$ cat src/rtl/mem_bist_if.sv
// Memory-side bus between the BIST sequencer and the single-port memory.
// The master drives address/data/control; the slave returns registered read data.
interface mem_bist_if #(
  parameter int unsigned AW = 8,
  parameter int unsigned DW = 8
);
  logic          mem_en;
  logic          mem_rw;
  logic [AW-1:0] mem_addr;
  logic [DW-1:0] mem_wdata;
  logic [DW-1:0] mem_rdata;

  modport master (
    output mem_en,
    output mem_rw,
    output mem_addr,
    output mem_wdata,
    input  mem_rdata
  );

  modport slave (
    input  mem_en,
    input  mem_rw,
    input  mem_addr,
    input  mem_wdata,
    output mem_rdata
  );
endinterface

$ cat src/rtl/mem_bist.sv
// Two-pass memory BIST: write pattern, read-compare, write inverted pattern, read-compare.
// Stops on the first mismatch and latches the failing address and read data.
module mem_bist #(
  parameter int unsigned   AW        = 8,
  parameter int unsigned   DW        = 8,
  parameter int unsigned   ADDR_LAST = 254,
  parameter logic [DW-1:0] PATTERN   = DW'(8'hA5)
) (
  input  logic          clk,
  input  logic          rst_n,
  input  logic          start,
  output logic          busy,
  output logic          done,
  output logic          pass,
  output logic [AW-1:0] fail_addr,
  output logic [DW-1:0] fail_data,
  mem_bist_if.master    mem
);

  typedef enum logic [2:0] {
    StIdle, StWr0, StRd0Iss, StRd0Chk, StWr1, StRd1Iss, StRd1Chk, StDone
  } state_e;

  state_e        state_q, state_d;
  logic [AW-1:0] addr_q, addr_d;

  logic          busy_q, busy_d, done_q, done_d, pass_q, pass_d;
  logic [AW-1:0] fail_addr_q, fail_addr_d;
  logic [DW-1:0] fail_data_q, fail_data_d;
  logic          en_q, en_d, rw_q, rw_d;
  logic [AW-1:0] maddr_q, maddr_d;
  logic [DW-1:0] wdata_q, wdata_d;

  logic last, start_ok, mismatch;

  function automatic logic [DW-1:0] exp_data(input logic [AW-1:0] a, input logic inv);
    logic [DW-1:0] d;
    d = PATTERN ^ DW'(a);
    return inv ? ~d : d;
  endfunction

  assign last     = (addr_q == AW'(ADDR_LAST));
  assign start_ok = start && ((state_q == StIdle) || (state_q == StDone));
  assign mismatch = ((state_q == StRd0Chk) || (state_q == StRd1Chk)) &&
                    (mem.mem_rdata != exp_data(addr_q, state_q == StRd1Chk));

  always_ff @(posedge clk or negedge rst_n) begin
    if (!rst_n) begin
      state_q     <= StIdle;
      addr_q      <= '0;
      busy_q      <= 1'b0;
      done_q      <= 1'b0;
      pass_q      <= 1'b0;
      fail_addr_q <= '0;
      fail_data_q <= '0;
      en_q        <= 1'b0;
      rw_q        <= 1'b0;
      maddr_q     <= '0;
      wdata_q     <= '0;
    end else begin
      state_q     <= state_d;
      addr_q      <= addr_d;
      busy_q      <= busy_d;
      done_q      <= done_d;
      pass_q      <= pass_d;
      fail_addr_q <= fail_addr_d;
      fail_data_q <= fail_data_d;
      en_q        <= en_d;
      rw_q        <= rw_d;
      maddr_q     <= maddr_d;
      wdata_q     <= wdata_d;
    end
  end

  always_comb begin
    state_d = state_q;
    addr_d  = addr_q;
    unique case (state_q)
      StIdle, StDone: begin
        if (start) begin
          state_d = StWr0;
          addr_d  = '0;
        end
      end
      StWr0, StWr1: begin
        if (last) begin
          addr_d  = '0;
          state_d = (state_q == StWr0) ? StRd0Iss : StRd1Iss;
        end else begin
          addr_d = addr_q + 1'b1;
        end
      end
      StRd0Iss: state_d = StRd0Chk;
      StRd1Iss: state_d = StRd1Chk;
      StRd0Chk, StRd1Chk: begin
        if (mismatch) begin
          state_d = StDone;
        end else if (last) begin
          addr_d  = '0;
          state_d = (state_q == StRd0Chk) ? StWr1 : StDone;
        end else begin
          addr_d  = addr_q + 1'b1;
          state_d = (state_q == StRd0Chk) ? StRd0Iss : StRd1Iss;
        end
      end
      default: state_d = StIdle;
    endcase
  end

  // Outputs are computed from the next state so the registered bus lines up with it.
  always_comb begin
    en_d        = 1'b0;
    rw_d        = 1'b0;
    maddr_d     = '0;
    wdata_d     = '0;
    busy_d      = (state_d != StIdle) && (state_d != StDone);
    done_d      = done_q;
    pass_d      = pass_q;
    fail_addr_d = fail_addr_q;
    fail_data_d = fail_data_q;

    unique case (state_d)
      StWr0, StWr1: begin
        en_d    = 1'b1;
        rw_d    = 1'b1;
        maddr_d = addr_d;
        wdata_d = exp_data(addr_d, state_d == StWr1);
      end
      StRd0Iss, StRd1Iss: begin
        en_d    = 1'b1;
        maddr_d = addr_d;
      end
      default: ;
    endcase

    if (start_ok) begin
      done_d      = 1'b0;
      pass_d      = 1'b0;
      fail_addr_d = '0;
      fail_data_d = '0;
    end else if (mismatch) begin
      done_d      = 1'b1;
      pass_d      = 1'b0;
      fail_addr_d = addr_q;
      fail_data_d = mem.mem_rdata;
    end else if ((state_q == StRd1Chk) && last) begin
      done_d = 1'b1;
      pass_d = 1'b1;
    end
  end

  assign busy          = busy_q;
  assign done          = done_q;
  assign pass          = pass_q;
  assign fail_addr     = fail_addr_q;
  assign fail_data     = fail_data_q;
  assign mem.mem_en    = en_q;
  assign mem.mem_rw    = rw_q;
  assign mem.mem_addr  = maddr_q;
  assign mem.mem_wdata = wdata_q;

endmodule
$ cat src/flat_wrapper.sv
// flat-port wrapper written by rule: the top's interface ports become plain ports
module mem_bist_flat 
#(
  parameter int unsigned   AW        = 8,
  parameter int unsigned   DW        = 8,
  parameter int unsigned   ADDR_LAST = 254,
  parameter logic [DW-1:0] PATTERN   = DW'(8'hA5)
)
  (clk, rst_n, start, busy, done, pass, fail_addr, fail_data, mem_mem_en, mem_mem_rw, mem_mem_addr, mem_mem_wdata, mem_mem_rdata);
  mem_bist_if #(.AW(AW), .DW(DW)) mem_i ();
  input  logic clk;
  input  logic rst_n;
  input  logic start;
  output logic busy;
  output logic done;
  output logic pass;
  output logic [AW-1:0] fail_addr;
  output logic [DW-1:0] fail_data;
  output wire logic [$bits(mem_i.mem_en)-1:0] mem_mem_en;
  output wire logic [$bits(mem_i.mem_rw)-1:0] mem_mem_rw;
  output wire logic [$bits(mem_i.mem_addr)-1:0] mem_mem_addr;
  output wire logic [$bits(mem_i.mem_wdata)-1:0] mem_mem_wdata;
  input wire logic [$bits(mem_i.mem_rdata)-1:0] mem_mem_rdata;
  assign mem_mem_en = mem_i.mem_en;
  assign mem_mem_rw = mem_i.mem_rw;
  assign mem_mem_addr = mem_i.mem_addr;
  assign mem_mem_wdata = mem_i.mem_wdata;
  assign mem_i.mem_rdata = mem_mem_rdata;
  mem_bist #(.AW(AW), .DW(DW), .ADDR_LAST(ADDR_LAST), .PATTERN(PATTERN)) u_core (.clk(clk), .rst_n(rst_n), .start(start), .busy(busy), .done(done), .pass(pass), .fail_addr(fail_addr), .fail_data(fail_data), .mem(mem_i));
endmodule
$ cat config.mk
export PLATFORM = sky130hd
export DESIGN_NAME = mem_bist_flat
export DESIGN_NICKNAME = d
export VERILOG_FILES = /design/src/rtl/mem_bist_if.sv /design/src/rtl/mem_bist.sv /design/src/flat_wrapper.sv
export SDC_FILE = /design/constraint.sdc
export NUM_CORES = 1
export LEC_CHECK = 0
export CORE_ASPECT_RATIO = 1.1
export CORE_MARGIN = 1
export CORE_UTILIZATION = 40
export CTS_CLUSTER_SIZE = 24
export DETAILED_ROUTE_END_ITERATION = 10
export PLACE_DENSITY_LB_ADDON = 0.15
export SETUP_SLACK_MARGIN = 0.02
export SLEW_MARGIN = 20
export SYNTH_ARGS = -nofsm -noshare
export SYNTH_HDL_FRONTEND = slang
export SYNTH_SLANG_ARGS = --single-unit
$ cat constraint.sdc
create_clock -name clk -period 3.81 [get_ports clk]
set_input_delay 0.381 -clock clk [delete_from_list [all_inputs] [get_ports clk]]
set_output_delay 0.381 -clock clk [all_outputs]
set_load 0.005 [all_outputs]
# Word level (Yosys, flattened, before mapping)
# Cells that the tools add are included.
totals:
  reg_bits: 48
  input_bits: 11
  output_inout_bits: 37
op_classes:
  n_addsub: 1
  n_eq_ne: 14
  mux: 27
  bitwise: 4
  reduce_logical: 15
ops:
  columns: ["op", "n"]
  rows:
  - ["two-way mux 8 bit", 11]
  - ["one-hot mux 8 bit (3 select lines)", 1]
  - ["equality test 3 bit (second input constant)", 6]
  - ["two-way mux 3 bit", 6]
  - ["inverter 8 bit", 2]
  - ["one-hot mux 3 bit (5 select lines)", 1]
  - ["equality test 3 x 2 -> 1 bit (second input constant)", 3]
  - ["adder 8 x 1 -> 8 bit (second input constant)", 1]
  - ["equality test 8 bit (second input constant)", 1]
  - ["inequality test 8 bit", 1]
  - ["inverter 4 bit", 2]
  - ["OR reduction 2 bit", 4]
  - ["two-way mux 1 bit", 7]
  - ["equality test 3 x 1 -> 1 bit (second input constant)", 2]
  - ["nonzero test 3 bit", 2]
  - ["logical AND 1 bit", 4]
  - ["OR reduction 4 bit", 1]
  - ["zero test 3 bit", 1]
  - ["inequality test 3 bit (second input constant)", 1]
  - ["logical OR 1 bit", 2]
  - ["two-way mux 2 bit", 1]
  - ["nonzero test 2 bit", 1]

# Logic depth before layout (Yosys ltp)
# Gate-level depths: netlist (run 1).
depth:
  word_depth: 11
  mapped_depth: 12

# Worst setup path before layout (run 1)
# No wires, ideal clock.
synth_path:
  path_type: "register to register"
  start: "register u_core.addr_q[3]"
  end: "register u_core.maddr_q[0], in the netlist u_core.mem.mem_addr[0]"
  setup_ns: 0.078
  arrival_time_ns: 2.338
  setup_slack_ns: 1.395
  path_stages_with_launch: 11
  n_path_buf: 1
  synth_period_minus_slack_ns: 2.415
  cell_sequence: "dfrtp_1 > buf_2 > and4_1 > nand4_1 > ha_1 > a21boi_0 > o22ai_1 > a21oi_1 > nor3b_1 > a211o_2 > a21oi_1"
synth_between:
  elab_chain_cells: 9
synth_lines:
  columns: ["item", "line_no", "rtl"]
  rows:
  - ["start: declaration", "mem_bist.sv:25", "logic [AW-1:0] addr_q, addr_d;"]
  - ["start signal: assignment", "mem_bist.sv:62", "addr_q <= addr_d;"]
  - ["inverter 8 bit", "mem_bist.sv:39", "return inv ? ~d : d;"]
  - ["two-way mux 8 bit", "mem_bist.sv:39", null]
  - ["inequality test 8 bit", "mem_bist.sv:45", "(mem.mem_rdata != exp_data(addr_q, state_q == StRd1Chk));"]
  - ["logical AND 1 bit", "mem_bist.sv:44", "assign mismatch = ((state_q == StRd0Chk) || (state_q == StRd1Chk)) &&"]
  - ["two-way mux 3 bit", "mem_bist.sv:96", "if (mismatch) begin"]
  - ["one-hot mux 3 bit (5 select lines)", "mem_bist.sv:78", "unique case (state_q)"]
  - ["equality test 3 x 2 -> 1 bit, or another cell as far along", "mem_bist.sv:122", "unique case (state_d)"]
  - ["OR reduction 4 bit (no source line)", null, null]
  - ["two-way mux 8 bit (*)", "mem_bist.sv:122", null]
  - ["named net u_core.maddr_d[0]", "mem_bist.sv:31", "logic [AW-1:0] maddr_q, maddr_d;"]
  - ["end signal: assignment", "mem_bist.sv:70", "maddr_q <= maddr_d;"]
  - ["end: declaration", "mem_bist.sv:31", null]
# The timed path passes the listed nets; every way through them passes the cells marked *.
# A chain may end at the register's enable or synchronous reset.

# Final worst setup path (run 1)
layout_path:
  start: "register u_core.state_q[1]"
  end: "register u_core.wdata_q[0], in the netlist u_core.mem.mem_wdata[0]"
layout_between:
  elab_chain_cells: 10
layout_lines:
  columns: ["item", "line_no", "rtl"]
  rows:
  - ["start: declaration", "mem_bist.sv:24", "state_e state_q, state_d;"]
  - ["start signal: assignment", "mem_bist.sv:49", "state_q <= StIdle;"]
  - ["start signal: assignment", "mem_bist.sv:61", "state_q <= state_d;"]
  - ["branches (longest 9 deep; another with two-way mux 8 bit)", null, null]
  - ["two-way mux 8 bit (*)", "mem_bist.sv:122", null]
  - ["named net u_core.wdata_d[0]", "mem_bist.sv:32", "logic [DW-1:0] wdata_q, wdata_d;"]
  - ["end signal: assignment", "mem_bist.sv:71", "wdata_q <= wdata_d;"]
  - ["end: declaration", "mem_bist.sv:32", null]
# Mark *: on every way through the listed nets, which the timed path passes.

==> results of run 1 <==
==> per-layer routing <==
metal,part of all wire,track usage
met2,0.47,0.290
met4,0.014,0.0664
met1,0.48,0.254
met3,0.032,0.0326
met5,0,0
==> critical path: stages, from the launching register on <==
cell and delay, ps:
dfrtp_1 700, nand3b_1 320, nand3_1 230, inv_1 110
ha_1 330, a21boi_0 170, o22ai_1 100, a21oi_1 280
inv_1 140, nand4_1 360, mux2i_1 150
==> worst max path at each step <==
stage                       from                      end  cells past startpoint
2_1_floorplan   u_core.addr_q[3]   u_core.mem.mem_addr[0]                     10
3_3_place_gp   u_core.state_q[1]  u_core.mem.mem_wdata[3]                     10
3_5_place_dp    mem_mem_rdata[0]  u_core.mem.mem_wdata[0]                      8
4_1_cts        u_core.state_q[1]  u_core.mem.mem_wdata[0]                     10
5_1_grt        u_core.state_q[1]  u_core.mem.mem_wdata[7]                     10
6_report       u_core.state_q[1]  u_core.mem.mem_wdata[0]                     10
==> Yosys cell counts, types with 5 or more instances <==
| library cell | number |
|---|---|
| xnor2_1 | 6 |
| clkbuf_1 | 8 |
| inv_1 | 6 |
| buf_2 | 6 |
| nor2_1 | 29 |
| dfrtp_1 | 48 |
| nand3_1 | 5 |
| nor2b_1 | 8 |
| a21oi_1 | 15 |
| nand2_1 | 19 |
| o21ai_0 | 7 |
| xor2_1 | 7 |
| nand2b_1 | 5 |
| mux2i_1 | 27 |
| nand4_1 | 5 |
==> layout make-up <==
class	count	area, um^2	share of cell area
clock buffer	5	68.8	0.0225
clock inverter	2	12.5	0.00408
inverter	6	22.5	0.00735
multi-input combinational	174	1170	0.382
sequential	48	1200	0.392
tap	77	96.3	0.0315
timing repair buffer	50	490	0.160
==> power by group through the flow <==
stage	clock network, mW	logic [mW]	registers (mW)
after floorplan	0	0.900	0.730
after global placement	0	1.25	0.800
after detailed placement	0	1.27	0.798
after CTS	0.301	1.28	0.789
after global routing	0.323	1.41	0.810
final	0.287	1.27	0.789
==> registers in the layout (all words and copies together), names as in the netlist <==
| name | cells |
|---|---|
| u_core.fail_data | 8 |
| u_core.mem.mem_en | 1 |
| u_core.busy | 1 |
| u_core.mem.mem_wdata | 8 |
| u_core.pass | 1 |
| u_core.fail_addr | 8 |
| u_core.done | 1 |
| u_core.addr_q | 8 |
| u_core.mem.mem_addr | 8 |
| u_core.state_q | 3 |
| u_core.mem.mem_rw | 1 |
==> cells by family after synthesis <==
| logic type | synth area share |
|---|---|
| adders and majority gates | 0.0152 |
| buffers and inverters | 0.0381 |
| DFF | 0.487 |
| AOI/OAI and AO/OA | 0.135 |
| and+or+nand+nor | 0.168 |
| muxes | 0.110 |
| xor gates and xnor gates | 0.0462 |
==> flow_metrics.env, run 1 <==
export IMPL_hpwl_um=3780
export IMPL_ys_ff_latch=48
export IMPL_worst_r2r_cell_count=10
export IMPL_nFillCells=543
export IMPL_die_h_um=84.4
export IMPL_required_ps=3970
export IMPL_r2r_slack_ps=790
export IMPL_routabilityCongestion=0.874
export IMPL_die_area_mm2=0.00648
export IMPL_clock_root_buffer="clkbuf_8"
export IMPL_netlist_area_leader_share=0.487
export IMPL_io_pin_count=48
export IMPL_syn2layout_area_growth_pct=24.2
export IMPL_cts_buffers=5
export IMPL_htree_levels=2
export IMPL_seq_area_frac_synth=0.487
export IMPL_slew_violations=0
export IMPL_fin_hold_ws_ps=84.9
export IMPL_grt_util_all_layers=0.184
export IMPL_drtPass1Iterations=4
export IMPL_die_x_um=76.9
export IMPL_dpl_cell_area_mm2=0.00298
export IMPL_rsz0062_at_grt="no"
export IMPL_gr_total_overflow=0
export IMPL_synthCells=244
export IMPL_final_cells=362
export IMPL_avgSynthCellArea_um2=10.1
export IMPL_max_cap_violations=0
export IMPL_min_delay_path_class="in -> async"
export IMPL_fin_total_pwr_mw=2.35
export IMPL_p_comb_frac=0.542
export IMPL_final_nets=299
export IMPL_fin_crit_sh=0.793
export IMPL_start_kind="flop"
export IMPL_final_cell_mix="48 x dfrtp_1, 46 x clkdlybuf4s50_1, 29 x nor2_1"
export IMPL_clk_path_buf_depth=2
export IMPL_synth_distinct_cells=45
export IMPL_clkSinkCount=48
export IMPL_p_per_area_mw_per_mm2=766
export IMPL_critPathArrivalTime_ps=3180
export IMPL_power_frac_clock=0.122
export IMPL_grt_max_degree=49
export IMPL_hold_viol=0
export IMPL_post_cts_buffers=0
export IMPL_initial_core_util=0.422
export IMPL_antennaDiodeCount=0
export IMPL_fp_row_count=29
export IMPL_setup_viol=0
export IMPL_dp_slack_ps=818
export IMPL_finClkSkew_ps=3.07
export IMPL_postLayoutCoreUtil=0.524
export IMPL_p_leak_nw=1.44
export IMPL_cts_tree="built"
export IMPL_r2r_start="u_core.state_q[1]"
export IMPL_yosysTopAreaCell="dfrtp_1"
export IMPL_syn_nets=258
export IMPL_ys_flop_type="dfrtp_1"
export IMPL_wl_um=5560
export IMPL_viasPerCell=5.17
export IMPL_switching_share=0.417
export IMPL_slew_headroom=0.598
export IMPL_final_layout_size_suffix_gt1_frac=0.0667
export IMPL_period_needed_ps=3020
export IMPL_cts_clk_slew_worst_paths_ps=80
export IMPL_core_area_mm2=0.00584
export IMPL_grt_first_pass_wirelength_um=9340
export IMPL_setup_tns_final_ps=0
export IMPL_netSwitchingPower_mw=0.979
export IMPL_p_seq_frac=0.336
export IMPL_maxClockFrequency_mhz=331
export IMPL_vias=1873
export IMPL_antenna_found_initial=0
export IMPL_worstSetupPathType="reg -> reg"
export IMPL_ctsResizeCount=0
export IMPL_timing_final_ws_setup_ps=787
export IMPL_status="finished, final reports clean"
export IMPL_tightest_slew_ps=601
export IMPL_synth_area_mm2=0.00247
export IMPL_wl_per_cell_um=15.4
export IMPL_final_common_cell="dfrtp_1"
export IMPL_holdBufCountCts=0
export IMPL_ant_nets=0
export IMPL_port_buffers=47
export IMPL_r2r_end="u_core.mem.mem_wdata[0]"
export IMPL_worstPathMaxFanout=20
export IMPL_ys_warn_count=0
export IMPL_synth_enable_flop_cells=0
export IMPL_netlist_top_cells_area="dfrtp_1 49%, mux2i_1 11%, nor2_1 4.4%"
export IMPL_drt_iter0_drc=66
export IMPL_drc=0
export IMPL_clk_latency_ps=300
export IMPL_final_area_mm2=0.00306
export IMPL_ir_drop_v=0.000323
export IMPL_end_kind="flop"
export IMPL_grt_pass1_vias=1870
export IMPL_synth_async_reset_ratio=1.00
export IMPL_p_int_mw=1.37
export IMPL_placedCellCount=355
No activity file was read; power rests on OpenSTA's default activity.
==> run 2: changes to the inputs <==
==> constraint.sdc (replaced) <==
create_clock -name clk -period 2.8 [get_ports clk]
set_input_delay 0.28 -clock clk [delete_from_list [all_inputs] [get_ports clk]]
set_output_delay 0.28 -clock clk [all_outputs]
set_load 0.005 [all_outputs]
==> run 2 against run 1 <==
The run now ends with negative hold slack left. Register-to-register slack worse by 570 ps. Global-route usage decreased by 0.20 points. Clock skew is 7.4 ps higher. Wire length about the same. Non-clock buffer count grew 18. Sequential share of layout area down 1.9 points. Largest cell class unchanged.
==> flow_metrics.env, run 2 (synthesized netlist as in run 1, its figures left out) <==
export IMPL_drc=0
export IMPL_nFillCells=548
export IMPL_routabilityCongestion=0.873
export IMPL_cts_tree="built"
export IMPL_rsz0062_at_grt="no"
export IMPL_r2r_start="u_core.addr_q[1]"
export IMPL_clock_root_buffer="clkbuf_8"
export IMPL_grt_max_degree=49
export IMPL_ant_nets=0
export IMPL_die_x_um=76.9
export IMPL_fp_row_count=29
export IMPL_cts_buffers=5
export IMPL_grt_pass1_vias=1944
export IMPL_initial_core_util=0.422
export IMPL_wl_per_cell_um=14.6
export IMPL_antennaDiodeCount=0
export IMPL_die_area_mm2=0.00648
export IMPL_hpwl_um=4120
export IMPL_hold_viol=22
export IMPL_clk_path_buf_depth=2
export IMPL_finClkSkew_ps=10.5
export IMPL_clkSinkCount=48
export IMPL_period_needed_ps=2580
export IMPL_htree_levels=2
export IMPL_syn2layout_area_growth_pct=30.7
export IMPL_final_cell_mix="47 x dfrtp_1, 46 x clkdlybuf4s50_1, 29 x nor2_1"
export IMPL_clk_latency_ps=300
export IMPL_status="finished, violations left"
export IMPL_worstSetupPathType="reg -> reg"
export IMPL_tightest_slew_ps=594
export IMPL_vias=1961
export IMPL_slew_violations=0
export IMPL_max_cap_violations=0
export IMPL_final_layout_size_suffix_gt1_frac=0.125
export IMPL_fin_crit_sh=0.922
export IMPL_required_ps=3010
export IMPL_gr_total_overflow=0
export IMPL_final_common_cell="dfrtp_1"
export IMPL_die_h_um=84.4
export IMPL_worstPathMaxFanout=8
export IMPL_p_per_area_mw_per_mm2=1060
export IMPL_drtPass1Iterations=4
export IMPL_critPathArrivalTime_ps=2790
export IMPL_slew_headroom=0.604
export IMPL_setup_viol=0
export IMPL_antenna_found_initial=0
export IMPL_ir_drop_v=0.000465
export IMPL_grt_util_all_layers=0.182
export IMPL_fin_total_pwr_mw=3.41
export IMPL_start_kind="flop"
export IMPL_grt_first_pass_wirelength_um=9300
export IMPL_failed_checks="negative hold slack"
export IMPL_io_pin_count=48
export IMPL_startpoint="u_core.addr_q[1]"
export IMPL_min_delay_path_class="in -> async"
export IMPL_drt_iter0_drc=98
export IMPL_end_kind="flop"
export IMPL_maxClockFrequency_mhz=388
export IMPL_wl_um=5560
export IMPL_final_nets=317
export IMPL_postLayoutCoreUtil=0.552
export IMPL_viasPerCell=5.16
export IMPL_core_area_mm2=0.00584
export IMPL_fin_hold_ws_ps=-20.1
export IMPL_cts_clk_slew_worst_paths_ps=90
export IMPL_p_leak_nw=1.54
export IMPL_port_buffers=47
export IMPL_setup_tns_final_ps=0
run 2: changes by cell type in the layout (fill, tap and decap cells not counted), sizes merged:
cell / before / now
buf: 4 / 22
run 2: final timing paths:
| path | endpoint | cells after the start | slack (ps) |
|---|---|---|---|
| setup reg to reg | u_core.mem.mem_addr[0] | 9 | 220 |
| setup / recovery | u_core.mem.mem_addr[0] | 9 | 220 |
| min in group clk | u_core.fail_addr[0] | 2 | 520 |
| hold reg to reg | u_core.fail_addr[0] | 2 | 520 |
| max in group asynchronous | u_core.addr_q[3] | 1 | 2390 |
| hold / removal | u_core.fail_data[4] | 1 | -20 |
run 2: layout make-up:
class | instances | area [um^2] | share of cell area
Sequential cell | 48 | 1200 | 0.373
Multi-Input combinational cell | 174 | 1170 | 0.363
Timing Repair Buffer | 68 | 651 | 0.202
Tap cell | 77 | 96.3 | 0.0299
Clock buffer | 5 | 68.8 | 0.0213
Inverter | 6 | 22.5 | 0.00698
Clock inverter | 2 | 12.5 | 0.00388
run 2: where the power goes:
group	internal, mW	switching [mW]	leakage (nW)	total, mW
Sequential	0.886	0.111	0.634	0.997
Clock	0.169	0.218	0.0400	0.387
Combinational	1.00	1.02	0.866	2.03
run 2: what timing repair did:
item,4_1_cts,5_1_grt
buffers inserted,0,0
hold buffers,0,0
endpoints found under the setup margin,0,2
resized for setup,0,1
run 2: per-layer routing:
metal,vias up,routed length [um],part of all wire,GRT usage
met5,-,0,0,0
met4,0,29,0.0052,0.0542
met3,2,240,0.043,0.0315
met2,43,2770,0.50,0.307
met1,956,2520,0.45,0.239
li1,960,-,-,-
run 2: worst max-delay path, cell delays in order, from the launching register on:
cell and delay [ps]:
dfrtp_1 490, ha_1 260, nand4_1 160, ha_1 330
a21boi_0 170, o22ai_1 100, a21oi_1 290, nor3b_1 120
a211o_2 410, a21oi_1 170
run 2: metrics by stage:
| stage | std cells | instance area [um^2] | setup WS (ps) | hold WS, ps |
|---|---|---|---|---|
| CTS | 380 | 3220 | 152 | 198 |
| global placement | 373 | 3140 | 184 | 501 |
| detailed placement | 373 | 3140 | 139 | 511 |
| finish | 380 | 3220 | 220 | -20.1 |
| global route | 380 | 3220 | 63.4 | 29.0 |
| floorplan | 244 | 2470 | 385 | -15.6 |
